`config.mk`:
```
export PLATFORM = sky130hd
export DESIGN_NAME = mirfak_wb_arbiter
export DESIGN_NICKNAME = d
export VERILOG_FILES = /design/src/rtl/mirfak_pkg.sv /design/src/rtl/mirfak_rr_arbiter.sv /design/src/rtl/mirfak_wb_arbiter.sv
export SDC_FILE = /design/constraint.sdc
export NUM_CORES = 1
export LEC_CHECK = 0
export CAP_MARGIN = 5
export CORE_UTILIZATION = 36
export CTS_CLUSTER_DIAMETER = 120
export CTS_CLUSTER_SIZE = 40
export DETAILED_ROUTE_END_ITERATION = 6
export PLACE_DENSITY = 0.75
export SYNTH_ARGS = -nofsm -noshare
export SYNTH_HDL_FRONTEND = slang
export SYNTH_SLANG_ARGS = --single-unit
```
`constraint.sdc`:
```
create_clock -name clk_i -period 1.66 [get_ports clk_i]
set_input_delay 0.332 -clock clk_i [delete_from_list [all_inputs] [get_ports clk_i]]
set_output_delay 0.332 -clock clk_i [all_outputs]
set_load 0.02 [all_outputs]
```
`src/rtl/mirfak_pkg.sv`:
```
// Shared constants for the mirfak register-file write path.
package mirfak_pkg;

  localparam int unsigned XLEN       = 32;
  localparam int unsigned REG_ADDR_W = 5;
  localparam int unsigned NUM_REGS   = 32;

endpackage

```
`src/rtl/mirfak_rr_arbiter.sv`:
```
// N-way request arbiter producing a one-hot (or zero) grant.
// Build option MIRFAK_WB_RR_EN: round-robin with a rotating pointer;
// otherwise fixed priority where the lowest index wins.
module mirfak_rr_arbiter
  import mirfak_pkg::*;
#(
  parameter int unsigned N = 3
) (
  input  logic         clk,
  input  logic         rst_n,
  input  logic [N-1:0] req,
  output logic [N-1:0] grant
);

`ifdef MIRFAK_WB_RR_EN
  localparam int unsigned PW = $clog2(N);

  logic [PW-1:0] ptr;
  logic [PW-1:0] ptr_nxt;
  logic          found;

  // Two passes: indices at/after the pointer first, then the wrapped ones.
  always_comb begin
    grant = '0;
    found = 1'b0;
    for (int unsigned i = 0; i < N; i++) begin
      if (!found && req[i] && (i >= 32'(ptr))) begin
        grant[i] = 1'b1;
        found    = 1'b1;
      end
    end
    for (int unsigned i = 0; i < N; i++) begin
      if (!found && req[i] && (i < 32'(ptr))) begin
        grant[i] = 1'b1;
        found    = 1'b1;
      end
    end
  end

  // Pointer moves to the slot after the granted source.
  always_comb begin
    ptr_nxt = ptr;
    for (int unsigned i = 0; i < N; i++) begin
      if (grant[i]) begin
        ptr_nxt = (i == N - 1) ? '0 : PW'(i + 1);
      end
    end
  end

  // Pointer register; any grant is a transfer since grant implies a valid request.
  always_ff @(posedge clk or negedge rst_n) begin
    if (!rst_n) begin
      ptr <= '0;
    end else begin
      ptr <= ptr_nxt;
    end
  end
`else
  logic unused_ports;
  assign unused_ports = clk ^ rst_n;

  // Fixed priority: isolate the lowest set request bit.
  always_comb begin
    grant = req & ~(req - N'(1));
  end
`endif

endmodule

```
`src/rtl/mirfak_wb_arbiter.sv`:
```
// Writeback arbiter: shares the register-file write port among N_REQ
// sources and tracks pending writes in a 32-entry scoreboard.
// Build option MIRFAK_WB_RR_EN selects round-robin arbitration.
module mirfak_wb_arbiter
  import mirfak_pkg::*;
#(
  parameter int unsigned N_REQ = 3
) (
  input  logic                        clk_i,
  input  logic                        rst_ni,
  input  logic [N_REQ-1:0]            req_valid_i,
  input  logic [REG_ADDR_W*N_REQ-1:0] req_addr_i,
  input  logic [XLEN*N_REQ-1:0]       req_data_i,
  output logic [N_REQ-1:0]            req_ready_o,
  output logic [REG_ADDR_W-1:0]       waddr_o,
  output logic [XLEN-1:0]             wdata_o,
  output logic                        wen_o,
  input  logic                        alloc_i,
  input  logic [REG_ADDR_W-1:0]       alloc_addr_i,
  input  logic [REG_ADDR_W-1:0]       raddr_a_i,
  input  logic [REG_ADDR_W-1:0]       raddr_b_i,
  output logic                        hazard_a_o,
  output logic                        hazard_b_o,
  output logic [NUM_REGS-1:0]         busy_o
);

  logic [N_REQ-1:0]      grant;
  logic                  xfer;
  logic [REG_ADDR_W-1:0] sel_addr;
  logic [XLEN-1:0]       sel_data;
  logic [NUM_REGS-1:0]   busy;
  logic [NUM_REGS-1:0]   busy_nxt;

  mirfak_rr_arbiter #(.N(N_REQ)) u_arb (
    .clk   (clk_i),
    .rst_n (rst_ni),
    .req   (req_valid_i),
    .grant (grant)
  );

  // Grants are suppressed while reset is held so no handshake can complete.
  assign req_ready_o = grant & {N_REQ{rst_ni}};
  assign xfer        = |req_ready_o;

  // Select the granted source's address and data.
  always_comb begin
    sel_addr = '0;
    sel_data = '0;
    for (int unsigned i = 0; i < N_REQ; i++) begin
      if (req_ready_o[i]) begin
        sel_addr = req_addr_i[REG_ADDR_W*i +: REG_ADDR_W];
        sel_data = req_data_i[XLEN*i +: XLEN];
      end
    end
  end

  // Registered write port; x0 writes complete the handshake but never enable.
  always_ff @(posedge clk_i or negedge rst_ni) begin
    if (!rst_ni) begin
      wen_o   <= 1'b0;
      waddr_o <= '0;
      wdata_o <= '0;
    end else if (xfer) begin
      wen_o   <= (sel_addr != '0);
      waddr_o <= sel_addr;
      wdata_o <= sel_data;
    end else begin
      wen_o   <= 1'b0;
    end
  end

  // Scoreboard update: clear on commit, then set on alloc so set wins on collision.
  always_comb begin
    busy_nxt = busy;
    if (wen_o) begin
      busy_nxt[waddr_o] = 1'b0;
    end
    if (alloc_i && (alloc_addr_i != '0)) begin
      busy_nxt[alloc_addr_i] = 1'b1;
    end
  end

  // Scoreboard register.
  always_ff @(posedge clk_i or negedge rst_ni) begin
    if (!rst_ni) begin
      busy <= '0;
    end else begin
      busy <= busy_nxt;
    end
  end

  assign busy_o     = busy;
  assign hazard_a_o = (raddr_a_i != '0) && busy[raddr_a_i];
  assign hazard_b_o = (raddr_b_i != '0) && busy[raddr_b_i];

endmodule

```
==> key figures, run 1 <==
Route
  • DR iter-0 viols: 380
  • TritonRoute pass-1 iters: 7
  • WL per Instance: 18.33 µm
  • Met3 wire len: 1167 µm
  • WL met2: 7178 µm
  • WL met1: 5732 µm
  • Vias: 4451
  • Highest routed layer: met4
  • DR vias/cell: 5.592
  • Detail Route Antenna Nets: 0
  • Post-route DRC: 0
  • Drt total wl: 14590 µm

Clocking
  • TritonCTS buffer count: 9
  • H-tree depth: 3
  • Clock tree buffer depth: 2
  • Clock sinks: 70
  • CTS tree: yes
  • Clock slew at reported path FFs: 80 ps
  • Root Driver: clkbuf_8
  • Clk_lat worst skew: 340 ps

Critical path
  • CP arrival: 1950 ps
  • Crit path required time: 1330 ps
  • R2R depth: 3
  • Reg-to-reg endpoint: busy_o[24]$_DFF_PN0_
  • Worst path max stage delay: 470 ps
  • Crit-path cells: mux4_2 > o211ai_2 > o21ai_1 > or3_4 > buf_6
  • RR Startpoint: waddr_o[1]$_DFFE_PN0P_
  • CP endpoint kind: output port
  • R2r setup slk: 200 ps
  • Startpoint Class: register
  • Crit path kind: reg2out
  • Critical-path top delay cell: mux4_2
  • Max FO, Critical Path: 4

Global route
  • Antenna violations before repair: 0
  • GRT Total Usage: 0.2700
  • Gr ovfl total: 0
  • Vias in the first global route: 4606
  • First-pass GRT wire length: 23470 µm
  • Pin count of the biggest net entering global routing: 36

STA
  • Final Hold Fails: 0
  • RSZ-0062 raised after global routing: true
  • Final period utilization: 1.377
  • Min cycle time layout: 2285 ps
  • Final slew viol count: 0
  • Achievable frequency: 0.4376 GHz
  • Setup slack after layout: -625.3 ps
  • Slew headroom: 0.7076
  • Setup TNS: -1224 ps
  • Hold WS: 89.71 ps
  • Worst Skew: 11.61 ps
  • Number of setup violations in the final report: 2
  • Worst Tran Pin Value: 438.5 ps

Power
  • Total power: 8.169 mW
  • P_leak: 3.069 nW
  • Sw Ratio: 0.3737
  • Psw: 3.052 mW
  • Worst vdd ir: 0.0006225 V
  • Flop pwr share: 0.336
  • Pwr Density: 1192 nW/µm²
  • Clock power frac: 0.188
  • P_int: 5.116 mW
  • Logic pwr share: 0.476

Synth
  • Synth cell types: 40
  • Syn nets: 515
  • Main flop type after synthesis: dfrtp_1
  • Post-synth top area share: 0.4571
  • Post-Syn Area per Cell: 10.01 µm²
  • Synthesized cell area: 3832 µm²
  • Synth top area cells: dfrtp_1 (46%), a222oi_1 (9.7%), o21ai_0 (8.1%)
  • Mapped Cells: 383
  • Synth Register Bits: 70
  • Leading area contributor after synthesis: dfrtp_1
  • Async SR Flop Fraction: 1.000
  • Xor/xnor share of the synthesized area: 0
  • Compound-Gate Fraction of Synth Area: 0.2507
  • Post-synth EDFFs: 0
  • Post-synthesis mux area share: 0.07933
  • Synth Area in Adders: 0
  • Simple-gate portion of the synthesized area: 0.1548
  • Largest family of logic cells by synthesized area: compound AO/OA/AOI/OAI gates
  • Share of the yosys chip area belonging to registers: 0.4571
  • Synth warnings: 0

Cells and area
  • Diode count: 0
  • Area delta synth->final: 78.88%
  • Nets: 787
  • Share of cells above drive strength 1: 0.2061
  • Post-route insts no fill: 796

Placed design
  • Hpwl dp: 11110 µm
  • GPL Wtd Cong: 0.8423
  • Port bufs: 206
  • Cell count after placement: 768

Die
  • Initial core utilization: 0.3712
  • Die height: 105.2 µm
  • Width of the die: 105.2 µm
  • # rows: 37
  • Die ar.: 11060 µm²
  • I/O pins: 207
  • Core box area: 10320 µm²

Job
  • Max Cap Viol: 0

Hold path
  • Worst hold path class: in2async

Outcome
  • Failing checks: setup timing
  • Outcome: complete, but fails checks
[stage by stage]
step	instance area [µm²]	worst slack [ps]	utilization
6_report	6855	-625.3	0.6640
5_1_grt	6855	-692.7	0.6640
4_1_cts	6765	-634.3	0.6553
3_5_place_dp	6457	-1232	0.6255
3_3_place_gp	6457	-1210	0.6255
2_1_floorplan	3849	-159.5	-
[registers in the layout, summed over array words and instances (netlist names)]
register	cells
wen_o	1
waddr_o	5
busy_o	32
wdata_o	32
[routing by layer]
metal,track usage,vias to the layer above
li1,-,2037
met1,0.3288,2101
met2,0.4702,275
met3,0.04866,38
met4,0.1097,0
met5,0,-
[power by group through the flow]
stage | Clock [mW] | Sequential (mW) | Combinational (mW)
3_5_place_dp | 0 | 2.78 | 4.10
5_1_grt | 1.60 | 2.82 | 4.20
6_report | 1.53 | 2.75 | 3.89
3_3_place_gp | 0 | 2.77 | 4.03
2_1_floorplan | 0 | 3.31 | 1.05
4_1_cts | 1.54 | 2.74 | 3.90
[cells in the final DEF (no fill, tap or decap), types with 18 or more instances in the layout]
cell type / count
clkdlybuf4s50_1: 123
buf_4: 77
dfrtp_1: 64
o21ai_0: 62
dlygate4sd2_1: 52
a222oi_1: 37
nor2_1: 35
a21oi_1: 33
nand3b_1: 22
dlymetal6s2s_1: 22
mux2i_1: 18
[worst max-delay path, delay by kind of cell (launching register included)]
kind,cells,cell delay (ps)
compound gates,2,230
mux,1,470
buf+inv,1,140
flops,1,430
simple gates,1,340
[kinds of logic after synthesis]
kind of cell	Yosys count
mux	26
simple gates	109
flops	70
buf+inv	34
compound gates	144
[final cells by class]
| cell class | instances | area [µm²] |
|---|---|---|
| Multi-Input combinational cell | 279 | 1904 |
| Sequential cell | 70 | 1759 |
| Clock inverter | 4 | 70.07 |
| Clock buffer | 12 | 145.1 |
| Inverter | 2 | 7.507 |
| Tap cell | 136 | 170.2 |
| Timing Repair Buffer | 293 | 2799 |
| Fill cell | 839 | 3468 |
[synth_stat cells (4+ instances only)]
cell type,number
buf_2,7
a222oi_1,37
dfrtp_1,70
nand2_1,14
mux2_2,4
o21ai_0,62
buf_6,10
clkbuf_1,12
nand3_1,14
mux2i_1,18
or3_1,5
nor2_1,35
a21oi_1,33
or3b_2,5
nand3b_1,22
[worst max-delay path by stage]
| stage | start | end | slack [ps] | depth (start not counted) |
|---|---|---|---|---|
| 2_1_floorplan | busy_o[19]$_DFF_PN0_ | hazard_b_o | -160 | 4 |
| 3_3_place_gp | raddr_b_i[2] | hazard_b_o | -1210 | 6 |
| 3_5_place_dp | raddr_b_i[0] | hazard_b_o | -1230 | 6 |
| 4_1_cts | busy_o[18]$_DFF_PN0_ | hazard_b_o | -630 | 5 |
| 5_1_grt | busy_o[18]$_DFF_PN0_ | hazard_b_o | -690 | 5 |
| 6_report | busy_o[18]$_DFF_PN0_ | hazard_b_o | -630 | 5 |
[repair_timing]
| action | 4_1_cts | 5_1_grt |
|---|---|---|
| buffers inserted | 8 | 1 |
| resized for setup | 86 | 28 |
| endpoints found under the setup margin | 87 | 31 |
| pin swaps | 5 | 2 |
| hold buffers | 1 | 0 |
| hold endpoints to repair | 8 | 0 |
| cloned | 1 | 1 |
(Power assumes the default switching activity.)
==> run 2, diff against run 1 <==
--- a/config.mk
+++ b/config.mk
@@ -5,6 +5,7 @@
 export SDC_FILE = /design/constraint.sdc
 export NUM_CORES = 1
 export LEC_CHECK = 0
+export ABC_CLOCK_PERIOD_IN_PS = 1660
 export CAP_MARGIN = 5
 export CORE_UTILIZATION = 36
 export CTS_CLUSTER_DIAMETER = 120
==> results of run 2 <==
Final layout, timing and power as in run 1 (identical DEF).
==> run 3, diff against run 2 <==
--- a/config.mk
+++ b/config.mk
@@ -7,6 +7,7 @@
 export LEC_CHECK = 0
 export ABC_CLOCK_PERIOD_IN_PS = 1660
 export CAP_MARGIN = 5
+export CORE_ASPECT_RATIO = 0.9
 export CORE_UTILIZATION = 36
 export CTS_CLUSTER_DIAMETER = 120
 export CTS_CLUSTER_SIZE = 40
==> run 3 against run 2 <==
Compared with the run above:
- the flow finishes with violations (DRC, setup timing)
- combinational power about the same
- critical path depth unchanged
- worst setup slack improved by 40 ps
- first-iteration DRC count decreased by 5.5%
- count of clock-buffer cells in the layout decreased by 2
- maximum frequency increased by 1.8%
- routed wire length increased by 6.9%
==> key figures, run 3 (synthesis gave the netlist of run 1 again) <==
Clocking
  • Clock sinks: 70 (unchanged)
  • Clk_lat worst skew: 330 ps (was 340 ps)
  • H-tree depth: 3 (unchanged)
  • TritonCTS buffer count: 9 (unchanged)
  • Root Driver: clkbuf_16 (was clkbuf_8)
  • Clock tree buffer depth: 2 (unchanged)
  • Clock slew at reported path FFs: 70 ps (was 80 ps)
  • CTS tree: yes (unchanged)

Outcome
  • Failing checks: DRC, setup timing (was setup timing)
  • Outcome: complete, but fails checks (unchanged)

STA
  • RSZ-0062 raised after global routing: true (unchanged)
  • Hold WS: 254.0 ps (was 89.71 ps)
  • Worst Skew: 15.99 ps (was 11.61 ps)
  • Worst Tran Pin Value: 863.4 ps (was 438.5 ps)
  • Final Hold Fails: 0 (unchanged)
  • Min cycle time layout: 2245 ps (was 2285 ps)
  • Final slew viol count: 0 (unchanged)
  • Setup slack after layout: -585.5 ps (was -625.3 ps)
  • Achievable frequency: 0.4453 GHz (was 0.4376 GHz)
  • Number of setup violations in the final report: 2 (unchanged)
  • Final period utilization: 1.353 (was 1.377)
  • Slew headroom: 0.4244 (was 0.7076)

Hold path
  • Worst hold path class: in2async (unchanged)

Critical path
  • CP endpoint kind: output port (unchanged)
  • Worst path max stage delay: 460 ps (was 470 ps)
  • Critical path startpoint: busy_o[16]$_DFF_PN0_ (was busy_o[18]$_DFF_PN0_)
  • Crit-path cells: mux4_2 > o211ai_2 > o21ai_1 > or3_4 > buf_6 (unchanged)
  • Critical-path top delay cell: mux4_2 (unchanged)
  • Crit path kind: reg2out (unchanged)
  • CP arrival: 1910 ps (was 1950 ps)
  • RR Startpoint: waddr_o[1]$_DFFE_PN0P_ (unchanged)
  • Max FO, Critical Path: 3 (was 4)
  • Startpoint Class: register (unchanged)
  • Crit path required time: 1330 ps (about the same)

Cells and area
  • Area delta synth->final: 79.07% (was 78.88%)
  • Most common library cell in the layout ignoring fill and taps: clkdlybuf4s50_1 (unchanged)
  • Share of cells above drive strength 1: 0.2046 (was 0.2061)
  • Diode count: 0 (unchanged)
  • Nets: 782 (was 787)
  • Most frequent cells in the layout: clkdlybuf4s50_1 (142), buf_4 (71), dfrtp_1 (63), o21ai_0 (62), dlygate4sd2_1 (50) (was clkdlybuf4s50_1 (123), buf_4 (77), dfrtp_1 (64), o21ai_0 (62), dlygate4sd2_1 (52))
  • Final Cell Area: 6863 µm² (was 6855 µm²)

Placed design
  • Port bufs: 206 (unchanged)
  • GPL Wtd Cong: 0.9803 (was 0.8423)
  • Hpwl dp: 11720 µm (was 11110 µm)
  • Cell Area, Placed: 6434 µm² (was 6457 µm²)

Global route
  • First-pass GRT wire length: 23650 µm (was 23470 µm)
  • Gr ovfl total: 0 (unchanged)
  • Vias in the first global route: 4471 (was 4606)
  • Pin count of the biggest net entering global routing: 68 (was 36)
  • Antenna violations before repair: 0 (unchanged)
  • GRT Total Usage: 0.2739 (was 0.2700)

Route
  • DR vias/cell: 5.843 (was 5.592)
  • Vias: 4581 (was 4451)
  • TritonRoute pass-1 iters: 7 (unchanged)
  • Post-route DRC: 1 (was 0)
  • DR iter-0 viols: 359 (was 380)
  • Drt total wl: 15600 µm (was 14590 µm)
  • Detail Route Antenna Nets: 0 (unchanged)
  • WL per Instance: 19.90 µm (was 18.33 µm)

Die
  • Initial core utilization: 0.3724 (was 0.3712)
  • Width of the die: 110.8 µm (was 105.2 µm)
  • I/O pins: 207 (unchanged)
  • Core box area: 10290 µm² (was 10320 µm²)
  • Die height: 99.88 µm (was 105.2 µm)
  • # rows: 35 (was 37)
  • Die ar.: 11060 µm² (about the same)

Job
  • Max Cap Viol: 0 (unchanged)

Power
  • Total power: 8.621 mW (was 8.169 mW)
  • Worst vdd ir: 0.0009376 V (was 0.0006225 V)
  • Pwr Density: 1256 nW/µm² (was 1192 nW/µm²)
  • P_leak: 2.929 nW (was 3.069 nW)
-- run 3: cell types whose count changed in the layout (fill, tap and decap cells not counted), moves of 2 or more --
cell / before / now
clkdlybuf4s50_1: 123 / 142
dlygate4sd2_1: 52 / 50
clkbuf_8: 10 / 0
dlymetal6s2s_1: 22 / 7
buf_4: 77 / 71
clkinvlp_4: 0 / 2
clkbuf_2: 2 / 0
clkbuf_16: 1 / 10
-- run 3: final cells by class --
cell class | instances | area, µm²
clock buffers | 10 | 229.0
flip-flops and latches | 70 | 1760
clock inverters | 6 | 63.81
repair buffers | 288 | 2725
inverters | 2 | 8.758
well taps | 129 | 161.4
multi-input cells | 279 | 1914
fillers | 820 | 3428
-- run 3: power by group --
part | internal, mW | switching (mW)
Clock | 1.16 | 0.735
Sequential | 2.25 | 0.574
Combinational | 1.99 | 1.91
-- run 3: critical path: cells and delay by family (launching register included) --
family / cells / cell delay (ps)
muxes: 1 / 460
DFF: 1 / 430
and+or+nand+nor: 1 / 330
AOI/OAI and AO/OA: 2 / 230
buffers and inverters: 1 / 140
-- run 3: final timing paths --
path / cells after the start / slack [ps] / endpoint
max: 5 / -590 / hazard_b_o
min: 2 / 250 / busy_o[19]$_DFF_PN0_
max reg2reg: 3 / 150 / busy_o[24]$_DFF_PN0_
min reg2reg: 2 / 530 / wdata_o[21]$_DFFE_PN0P_
max in group asynchronous: 2 / 770 / busy_o[7]$_DFF_PN0_
min in group clk_i: 2 / 530 / wdata_o[21]$_DFFE_PN0P_
-- run 3: what timing repair did --
item | in CTS | in global routing
endpoints found under the setup margin | 84 | 31
pin swaps | 2 | 4
gates cloned | 0 | 1
setup buffers | 6 | 1
resized for setup | 86 | 18
endpoints found under the hold margin | 3 | 0
hold buffers | 1 | 0
-- run 3: per-layer routing --
metal	part of all wire	wire [µm]	vias up	global-route usage
met5	0	0	-	0
met2	0.49	7650	287	0.4673
met3	0.093	1458	40	0.07428
met1	0.39	6046	2221	0.3328
li1	-	-	2033	-
met4	0.029	445	0	0.1046
-- run 3: metrics by stage --
stage / setup TNS (ps) / setup WS, ps / cells / util
detailed placement: -21780 / -1192 / 760 / 0.6252
finish: -1151 / -585.5 / 784 / 0.6669
floorplan: -278.5 / -159.5 / 383 / -
CTS: -1160 / -604.4 / 783 / 0.6576
global route: -1279 / -645.4 / 784 / 0.6669
global placement: -21080 / -1183 / 760 / 0.6252
